[config.mk]
export PLATFORM = sky130hd
export DESIGN_NAME = ipd_scheduler_flat
export DESIGN_NICKNAME = d
export VERILOG_FILES = /design/src/rtl/ipd_pkg.sv /design/src/rtl/ipd_scheduler_if.sv /design/src/rtl/ipd_sample_timer.sv /design/src/rtl/ipd_scheduler.sv /design/src/flat_wrapper.sv
export SDC_FILE = /design/constraint.sdc
export NUM_CORES = 1
export LEC_CHECK = 0
export ABC_AREA = 1
export BUFFER_PORTS_ARGS = -buffer_cell sky130_fd_sc_hd__buf_2
export CAP_MARGIN = 20
export CELL_PAD_IN_SITES_DETAIL_PLACEMENT = 1
export CELL_PAD_IN_SITES_GLOBAL_PLACEMENT = 1
export CORE_MARGIN = 2
export CORE_UTILIZATION = 40
export CTS_BUF_LIST = sky130_fd_sc_hd__clkbuf_4 sky130_fd_sc_hd__clkbuf_8
export CTS_CLUSTER_SIZE = 14
export DETAILED_ROUTE_END_ITERATION = 8
export PLACE_DENSITY = 0.84
export SLEW_MARGIN = 10
export SYNTH_ARGS = -nofsm -noshare
export SYNTH_HDL_FRONTEND = slang
export SYNTH_HIERARCHICAL = 1
export SYNTH_SLANG_ARGS = --single-unit
export TNS_END_PERCENT = 20
[constraint.sdc]
create_clock -name clk -period 1.9 [get_ports clk]
set_input_delay 0.19 -clock clk [delete_from_list [all_inputs] [get_ports clk]]
set_output_delay 0.19 -clock clk [all_outputs]
set_load 0.03 [all_outputs]
[src/rtl/ipd_pkg.sv]
// Shared types, widths and the action saturation helper for the I-PD sequencer.
package ipd_pkg;

  localparam int YK_W      = 9;
  localparam int ACC_W     = 19;
  localparam int U_LIM_DEF = 32767;

  typedef logic signed [YK_W-1:0]  yk_t;
  typedef logic signed [ACC_W-1:0] acc_t;

  typedef enum logic [2:0] {
    IDLE,
    ADC_REQ,
    INTEG,
    DERIV,
    COMP,
    SAT,
    OUT
  } state_t;

  // Both sides are full-width signed, so the compare never wraps.
  function automatic acc_t sat_acc(input acc_t a, input acc_t lim);
    if (a > lim)
      return lim;
    if (a < -lim)
      return -lim;
    return a;
  endfunction

endpackage

[src/rtl/ipd_scheduler_if.sv]
// ADC, datapath and PWM handshake bundle; master is the scheduler side.
interface ipd_scheduler_if;
  import ipd_pkg::*;

  logic adc_req;
  logic adc_ack;
  yk_t  adc_data;
  yk_t  yk;
  logic integ_en;
  logic deriv_en;
  logic compute;
  acc_t acc;
  acc_t u;
  logic u_valid;
  logic u_ready;

  modport master (
    output adc_req, yk, integ_en, deriv_en, compute, u, u_valid,
    input  adc_ack, adc_data, acc, u_ready
  );

  modport slave (
    input  adc_req, yk, integ_en, deriv_en, compute, u, u_valid,
    output adc_ack, adc_data, acc, u_ready
  );

endinterface

[src/rtl/ipd_sample_timer.sv]
// Free-running sample divider: one-cycle tick every SAMPLE_DIV clocks while enabled.
// Dropping enable parks the count at 0, so the next tick is a full period later.
module ipd_sample_timer #(
  parameter int SAMPLE_DIV = 50000
) (
  input  logic clk,
  input  logic rst,
  input  logic enable,
  output logic tick
);

  localparam int CW = $clog2(SAMPLE_DIV);
  localparam logic [CW-1:0] LAST = CW'(SAMPLE_DIV - 1);

  logic [CW-1:0] count;

  // A full sequence needs 7 cycles; shorter periods would overrun every sample.
  if (SAMPLE_DIV < 16) begin : g_bad_div
    $error("ipd_sample_timer: SAMPLE_DIV must be at least 16");
  end

  always_ff @(posedge clk or posedge rst) begin
    if (rst)
      count <= '0;
    else if (!enable || count == LAST)
      count <= '0;
    else
      count <= count + 1'b1;
  end

  assign tick = enable && (count == LAST);

endmodule

[src/rtl/ipd_scheduler.sv]
// I-PD loop sequencer: ADC fetch, integ/deriv/compute strobes, saturation, PWM handoff.
// Clamp to +/-U_LIM only when IPD_SCHED_SAT_EN is defined; otherwise acc passes through.
module ipd_scheduler
  import ipd_pkg::*;
#(
  parameter int SAMPLE_DIV  = 50000,
  parameter int ADC_TIMEOUT = 255,
  parameter int U_LIM       = U_LIM_DEF
) (
  input  logic            clk,
  input  logic            rst,
  input  logic            enable,
  input  logic            clr_err,
  ipd_scheduler_if.master bus,
  output logic            busy,
  output logic            overrun,
  output logic            adc_err
);

  localparam int TW = $clog2(ADC_TIMEOUT + 1);
  localparam logic [TW-1:0] TLAST = TW'(ADC_TIMEOUT - 1);

  if (U_LIM < 0 || U_LIM > 2**(ACC_W-1) - 1) begin : g_bad_ulim
    $error("ipd_scheduler: U_LIM does not fit the signed action width");
  end

  state_t        state, state_n;
  logic          tick;
  logic          timeout;
  logic [TW-1:0] tcnt;
  yk_t           yk_q;
  acc_t          u_q;
  acc_t          u_next;

  ipd_sample_timer #(.SAMPLE_DIV(SAMPLE_DIV)) u_timer (
    .clk    (clk),
    .rst    (rst),
    .enable (enable),
    .tick   (tick)
  );

  always_ff @(posedge clk or posedge rst) begin
    if (rst)
      state <= IDLE;
    else
      state <= state_n;
  end

  always_comb begin
    state_n      = state;
    timeout      = 1'b0;
    bus.adc_req  = 1'b0;
    bus.integ_en = 1'b0;
    bus.deriv_en = 1'b0;
    bus.compute  = 1'b0;
    bus.u_valid  = 1'b0;
    case (state)
      IDLE:    if (tick) state_n = ADC_REQ;
      ADC_REQ: begin
        bus.adc_req = 1'b1;
        if (bus.adc_ack)
          state_n = INTEG;
        else if (tcnt == TLAST) begin
          timeout = 1'b1;
          state_n = IDLE;
        end
      end
      INTEG: begin bus.integ_en = 1'b1; state_n = DERIV; end
      DERIV: begin bus.deriv_en = 1'b1; state_n = COMP;  end
      COMP:  begin bus.compute  = 1'b1; state_n = SAT;   end
      SAT:   state_n = OUT;
      OUT: begin
        bus.u_valid = 1'b1;
        if (bus.u_ready) state_n = IDLE;
      end
      default: state_n = IDLE;
    endcase
  end

`ifdef IPD_SCHED_SAT_EN
  assign u_next = sat_acc(bus.acc, acc_t'(U_LIM));
`else
  assign u_next = bus.acc;
`endif

  always_ff @(posedge clk or posedge rst) begin
    if (rst) begin
      tcnt <= '0;
      yk_q <= '0;
      u_q  <= '0;
    end else begin
      if (state != ADC_REQ)
        tcnt <= '0;
      else
        tcnt <= tcnt + 1'b1;
      if (state == ADC_REQ && bus.adc_ack)
        yk_q <= bus.adc_data;
      if (state == SAT)
        u_q <= u_next;
    end
  end

  // Set is evaluated after clear so a same-cycle event wins over clr_err.
  always_ff @(posedge clk or posedge rst) begin
    if (rst) begin
      overrun <= 1'b0;
      adc_err <= 1'b0;
    end else begin
      if (clr_err) begin
        overrun <= 1'b0;
        adc_err <= 1'b0;
      end
      if (tick && state != IDLE)
        overrun <= 1'b1;
      if (timeout)
        adc_err <= 1'b1;
    end
  end

  assign bus.yk = yk_q;
  assign bus.u  = u_q;
  assign busy   = (state != IDLE);

endmodule

[src/flat_wrapper.sv]
// flat-port wrapper written by rule: the top's interface ports become plain ports
module ipd_scheduler_flat import ipd_pkg::*;
#(
  parameter int SAMPLE_DIV  = 50000,
  parameter int ADC_TIMEOUT = 255,
  parameter int U_LIM       = U_LIM_DEF
)
  (clk, rst, enable, clr_err, busy, overrun, adc_err, bus_adc_req, bus_yk, bus_integ_en, bus_deriv_en, bus_compute, bus_u, bus_u_valid, bus_adc_ack, bus_adc_data, bus_acc, bus_u_ready);
  ipd_scheduler_if bus_i ();
  input  logic clk;
  input  logic rst;
  input  logic enable;
  input  logic clr_err;
  output logic busy;
  output logic overrun;
  output logic adc_err;
  output wire logic [$bits(bus_i.adc_req)-1:0] bus_adc_req;
  output wire logic [$bits(bus_i.yk)-1:0] bus_yk;
  output wire logic [$bits(bus_i.integ_en)-1:0] bus_integ_en;
  output wire logic [$bits(bus_i.deriv_en)-1:0] bus_deriv_en;
  output wire logic [$bits(bus_i.compute)-1:0] bus_compute;
  output wire logic [$bits(bus_i.u)-1:0] bus_u;
  output wire logic [$bits(bus_i.u_valid)-1:0] bus_u_valid;
  input wire logic [$bits(bus_i.adc_ack)-1:0] bus_adc_ack;
  input wire logic [$bits(bus_i.adc_data)-1:0] bus_adc_data;
  input wire logic [$bits(bus_i.acc)-1:0] bus_acc;
  input wire logic [$bits(bus_i.u_ready)-1:0] bus_u_ready;
  assign bus_adc_req = bus_i.adc_req;
  assign bus_yk = bus_i.yk;
  assign bus_integ_en = bus_i.integ_en;
  assign bus_deriv_en = bus_i.deriv_en;
  assign bus_compute = bus_i.compute;
  assign bus_u = bus_i.u;
  assign bus_u_valid = bus_i.u_valid;
  assign bus_i.adc_ack = bus_adc_ack;
  assign bus_i.adc_data = bus_adc_data;
  assign bus_i.acc = bus_acc;
  assign bus_i.u_ready = bus_u_ready;
  ipd_scheduler #(.SAMPLE_DIV(SAMPLE_DIV), .ADC_TIMEOUT(ADC_TIMEOUT), .U_LIM(U_LIM)) u_core (.clk(clk), .rst(rst), .enable(enable), .clr_err(clr_err), .bus(bus_i), .busy(busy), .overrun(overrun), .adc_err(adc_err));
endmodule
[Yosys cells after proc, flatten, opt, wreduce, memory -nomap -nowiden]
Cells that the tools add are included.
Storage, ports and cells
  input port bits: 34
  register bits after elaboration: 57
  output and inout bits: 36
  logic and storage cells: 49
Cells by class
  reductions and logical operators: 10
  equality and inequality tests: 12
  add/subtract/negate cells: 2
  multiplexer cells: 18
Operators with widths (count)
  one-hot mux 3 bit (7 select lines): 1
  adder 16 x 1 -> 16 bit (second input constant): 1
  == test 16 bit (second input constant): 1
  two-way mux 16 bit: 1
  two-way mux 3 bit: 4
  two-way mux 1 bit: 11
  == test 3 bit (second input constant): 3
  adder 8 x 1 -> 8 bit (second input constant): 1
  == test 8 bit (second input constant): 1
  two-way mux 8 bit: 1
  == test 3 x 2 -> 1 bit (second input constant): 2
  nonzero test 2 bit: 2
  == test 3 x 1 -> 1 bit (second input constant): 1
  logical AND 1 bit: 3
  zero test 3 bit: 1
  inequality test 3 x 1 -> 1 bit (second input constant): 1
  inequality test 3 x 2 -> 1 bit (second input constant): 1
  AND reduction 3 bit: 1
  nonzero test 3 bit: 1
  inequality test 2 x 1 -> 1 bit (second input constant): 1
  inequality test 2 bit (second input constant): 1
  zero test 1 bit: 1
  logical OR 1 bit: 1

[Logic depth before layout (Yosys ltp)]
  word-level depth: 5
  mapped depth: 10
  mapped depth without buffers: 10

[Hierarchy]
Netlist, hierarchy kept.
Modules (own cells, without submodules)
  ipd_scheduler: times used 1, cells an instance 208, sequential area each 1026.0 µm², area each 1779.2 µm²
  ipd_sample_timer: times used 1, cells an instance 120, sequential area each 400.4 µm², area each 912.1 µm²

[Worst setup path after synthesis]
Ideal clock, no wire load.
  path type: flip-flop to flip-flop
  start point: register u_core.state[1]
  end point: register u_core.state[0]
  buffers on the path: 0
  setup slack: 0.500 ns
  stages on the path, launching flop included: 6
  data arrival time: 1.274 ns
  cells stage by stage: dfrtp_1 -> nand2_1 -> nor2_1 -> nand2_1 -> nand2_1 -> o21ai_0
On the way
  cells in the longest elaborated chain, start to end: 3
  elaborated cells between the ends (all ways): 12
  those cells by class: 9 x eq/ne; 1 x mux; 2 x reduce/logical
Ends and longest elaborated chain
  start: declaration: RTL line ipd_scheduler.sv:27  | state_t state, state_n;
  start signal: assignment: RTL line ipd_scheduler.sv:46  | state <= state_n;
  == test 3 x 1 -> 1 bit, or another cell as far along: RTL line ipd_scheduler.sv:57  | case (state)
  inequality test 3 x 2 -> 1 bit (no source line), or another cell as far along
  AND reduction 3 bit (no source line)
Several ways; a longest one is shown, not always the timed one.
A chain may end at the register's enable or synchronous reset.

[Worst setup path after layout]
  start point: register u_core.state[2]
  end point: output port bus_u_valid
On the way
  cells in the longest elaborated chain, start to end: 2
Ends and longest elaborated chain
  == test 3 bit: RTL line ipd_scheduler.sv:57
  two-way mux 1 bit: RTL line ipd_scheduler.sv:57
  end: declaration: RTL line flat_wrapper.sv:23  | output wire logic [$bits(bus_i.u_valid)-1:0] bus_u_valid;
No other way between the ends.

==> flow_metrics.tcl <==
set metrics [dict create \
    outcome "finished, final reports clean" \
    drt_pass1_iterations 4 \
    yosysWarningCount 6 \
    period_share_pct 91.2 \
    finalSetupTns_ns 0 \
    groute.usage.overall_pct 21.9 \
    critPathKind "register to primary output" \
    fin_skew_ns 0.00694 \
    yosysUniqueCellTypes 27 \
    clock-sinks 57 \
    max-cap-violations 0 \
    vias 2469 \
    critPathMaxFanout 23 \
    finalCriticalPeriod_ns 1.73 \
    worstPathRequired_ns 1.71 \
    hold_viol 0 \
    port_buffers 69 \
    hpwl_um 5270 \
    diodes 0 \
    start_kind "register" \
    viasPerCell 5.07 \
    ys_seq_elements 57 \
    synth_top_area_share_pct 53.0 \
    drive_gt1_share_pct 24.9 \
    cts_resized 0 \
    pre_cts_ws_ns 0.244 \
    ir_drop_v 0.000407 \
    cts_max_level 3 \
    final_max_slew_viol_count 0 \
    die_w_um 86.0 \
    insertion_delay_ns 0.34 \
    drc_errors 0 \
    rr_startpoint "u_core/u_timer/count[0]" \
    overflow 0 \
    area.growth.synth_to_final_pct 25.4 \
    timing.slew.headroom_pct 59.0 \
    grt_pass1_vias 2563 \
    end_kind "primary output" \
    path_clk_slew_ns 0.07 \
    core_mm2 0.00642 \
    fp.dieH_um 86.0 \
    mappedNetlistArea_mm2 0.00269 \
    max_freq_mhz 577 \
    hold_buffers 1 \
    cp.arrival_ns 1.54 \
    post_cts.repair.setup_buffers 0 \
    final_antenna_net_count 0 \
    die-area_mm2 0.00740 \
    cts_made_buffers 9 \
    grt_max_degree 42 \
    cts_root_buffer "clkbuf_8" \
    power_leakage_nw 1.64 \
    initial_utilization_pct 41.9 \
    hp-class "input port to register" \
    seq_area_frac_synth_pct 53.0 \
    n_fill_cell 807 \
    crit_path_start "u_core/state[2]" \
    syn_avg_cell_area_um2 8.21 \
    antenna_found_initial 0 \
    rsz0062_at_grt "false" \
    syn_inst 328 \
    wl_um 7460 \
    synth_top_cell_by_area "dfrtp_1" \
    cts_tree "yes" \
    powerDensity_mw_per_mm2 829 \
    clockBufferDepth 2 \
    routedWlPerCell_um 15.3 \
    gp_congestion 0.778 \
    synthTopCellsByArea "dfrtp_1 53%, nand2_1 15%, nand3_1 7.1%" \
    drt_iter0_drc 90 \
    grt_pass1_wl_um 12500 \
    worst_slack_ns 0.168 \
    nets 442 \
    syn_nets 365 \
    tightest_slew_ns 0.615 \
    ios 70 \
    worstHoldStart "bus_acc[7]" \
    row_count 29 \
    setup_viol 0 \
]
-- critical path: stages, from the launching register on --
cell and delay (ns):
dfrtp_1 0.41, buf_4 0.28, nand2_1 0.11, nor2_1 0.16
buf_2 0.23
-- area by class of cell --
type | count | area [um^2] | area share, %
Timing Repair Buffer | 75 | 393 | 11.6
Multi-Input combinational cell | 235 | 1090 | 32.4
Inverter | 27 | 101 | 3.00
Clock buffer | 12 | 165 | 4.89
Clock inverter | 4 | 97.6 | 2.89
Sequential cell | 57 | 1430 | 42.3
Tap cell | 77 | 96.3 | 2.86
-- cell usage after synthesis --
cell type	number
nand2_1	109
dfrtp_1	57
nor2_1	44
nand3_1	38
inv_1	26
nand4_1	10
nor2_2	6
o21ai_0	5
xor2_1	5
buf_2	4
a21oi_1	3
ha_1	3
buf_6	2
o21bai_1	2
xnor2_1	2
a22o_1	1
buf_4	1
buf_8	1
clkbuf_1	1
inv_2	1
nand2_2	1
nand2_4	1
nand3_2	1
nor2_4	1
nor3_4	1
nor3b_1	1
o21ai_1	1
-- final timing paths --
check                      cells past startpoint                       to  slack [ns]
max reg2reg                                    9          u_core/state[0]        0.20
max in group asynchronous                      4           u_core/tcnt[4]        0.98
min                                            3          u_core/bus.u[7]        0.08
min in group asynchronous                      3  u_core/u_timer/count[1]        0.48
max                                            4              bus_u_valid        0.17
min reg2reg                                    2         u_core/bus.yk[3]        0.47
-- where the power goes --
part | switching [mW] | total [mW] | internal, mW | leakage, nW
Sequential | 0.00664 | 1.23 | 1.22 | 0.695
Clock | 0.508 | 1.49 | 0.979 | 0.129
Combinational | 0.0529 | 0.0867 | 0.0338 | 0.820
Total | 0.568 | 2.80 | 2.23 | 1.64
-- cells in the final DEF, fill, tap and decap left out --
master,instances
xnor2_1,2
nor2_1,44
clkinv_1,1
o21ai_1,1
clkbuf_8,12
nor2_2,6
nand3_2,1
dlygate4sd3_1,1
nor3_4,1
nand2_4,1
nand2_1,109
nor2_4,1
a21oi_1,3
nand2_2,1
buf_4,5
dfrtp_1,57
inv_1,25
o21ai_0,5
ha_1,3
clkinvlp_4,1
a22o_1,1
inv_2,1
nand3_1,38
nor3b_1,1
buf_2,69
xor2_1,5
nand4_1,10
bufinv_16,3
o21bai_1,2
-- routing by layer --
| metal | share of wire (%) | GRT usage (%) |
|---|---|---|
| met4 | 1.0 | 8.51 |
| met5 | 0 | 0 |
| met2 | 49 | 35.5 |
| met3 | 5.7 | 6.54 |
| met1 | 44 | 27.6 |
-- through the flow --
step	hold slack (ns)	power (mW)	utilization (%)	cell area, um^2	instances
finish	0.0802	2.80	52.5	3370	487
global route	0.0778	2.89	52.5	3370	487
CTS	0.0645	2.83	52.5	3370	487
detailed placement	0.303	1.33	48.3	3100	470
global placement	0.295	1.33	48.3	3100	470
floorplan	0.104	1.29	-	2690	328
-- registers in the layout (all words and copies together), names as in the netlist --
| register | cells |
|---|---|
| u_core/overrun | 1 |
| u_core/adc_err | 1 |
| u_core/tcnt | 8 |
| u_core/bus.yk | 9 |
| u_core/state | 3 |
| u_core/u_timer/count | 16 |
| u_core/bus.u | 19 |
-- cells by family (layout without fill, tap and decap cells) --
group	count (synthesis)	count (layout)	synth area share [%]
AND/OR/NAND/NOR	213	213	34.4
flip-flops	57	57	53.0
adder cells (fa/ha/maj)	3	3	1.39
XOR/XNOR	7	7	2.28
buffers and inverters	36	118	6.32
AO/OA/AOI/OAI	12	12	2.56
(Power assumes the default switching activity.)
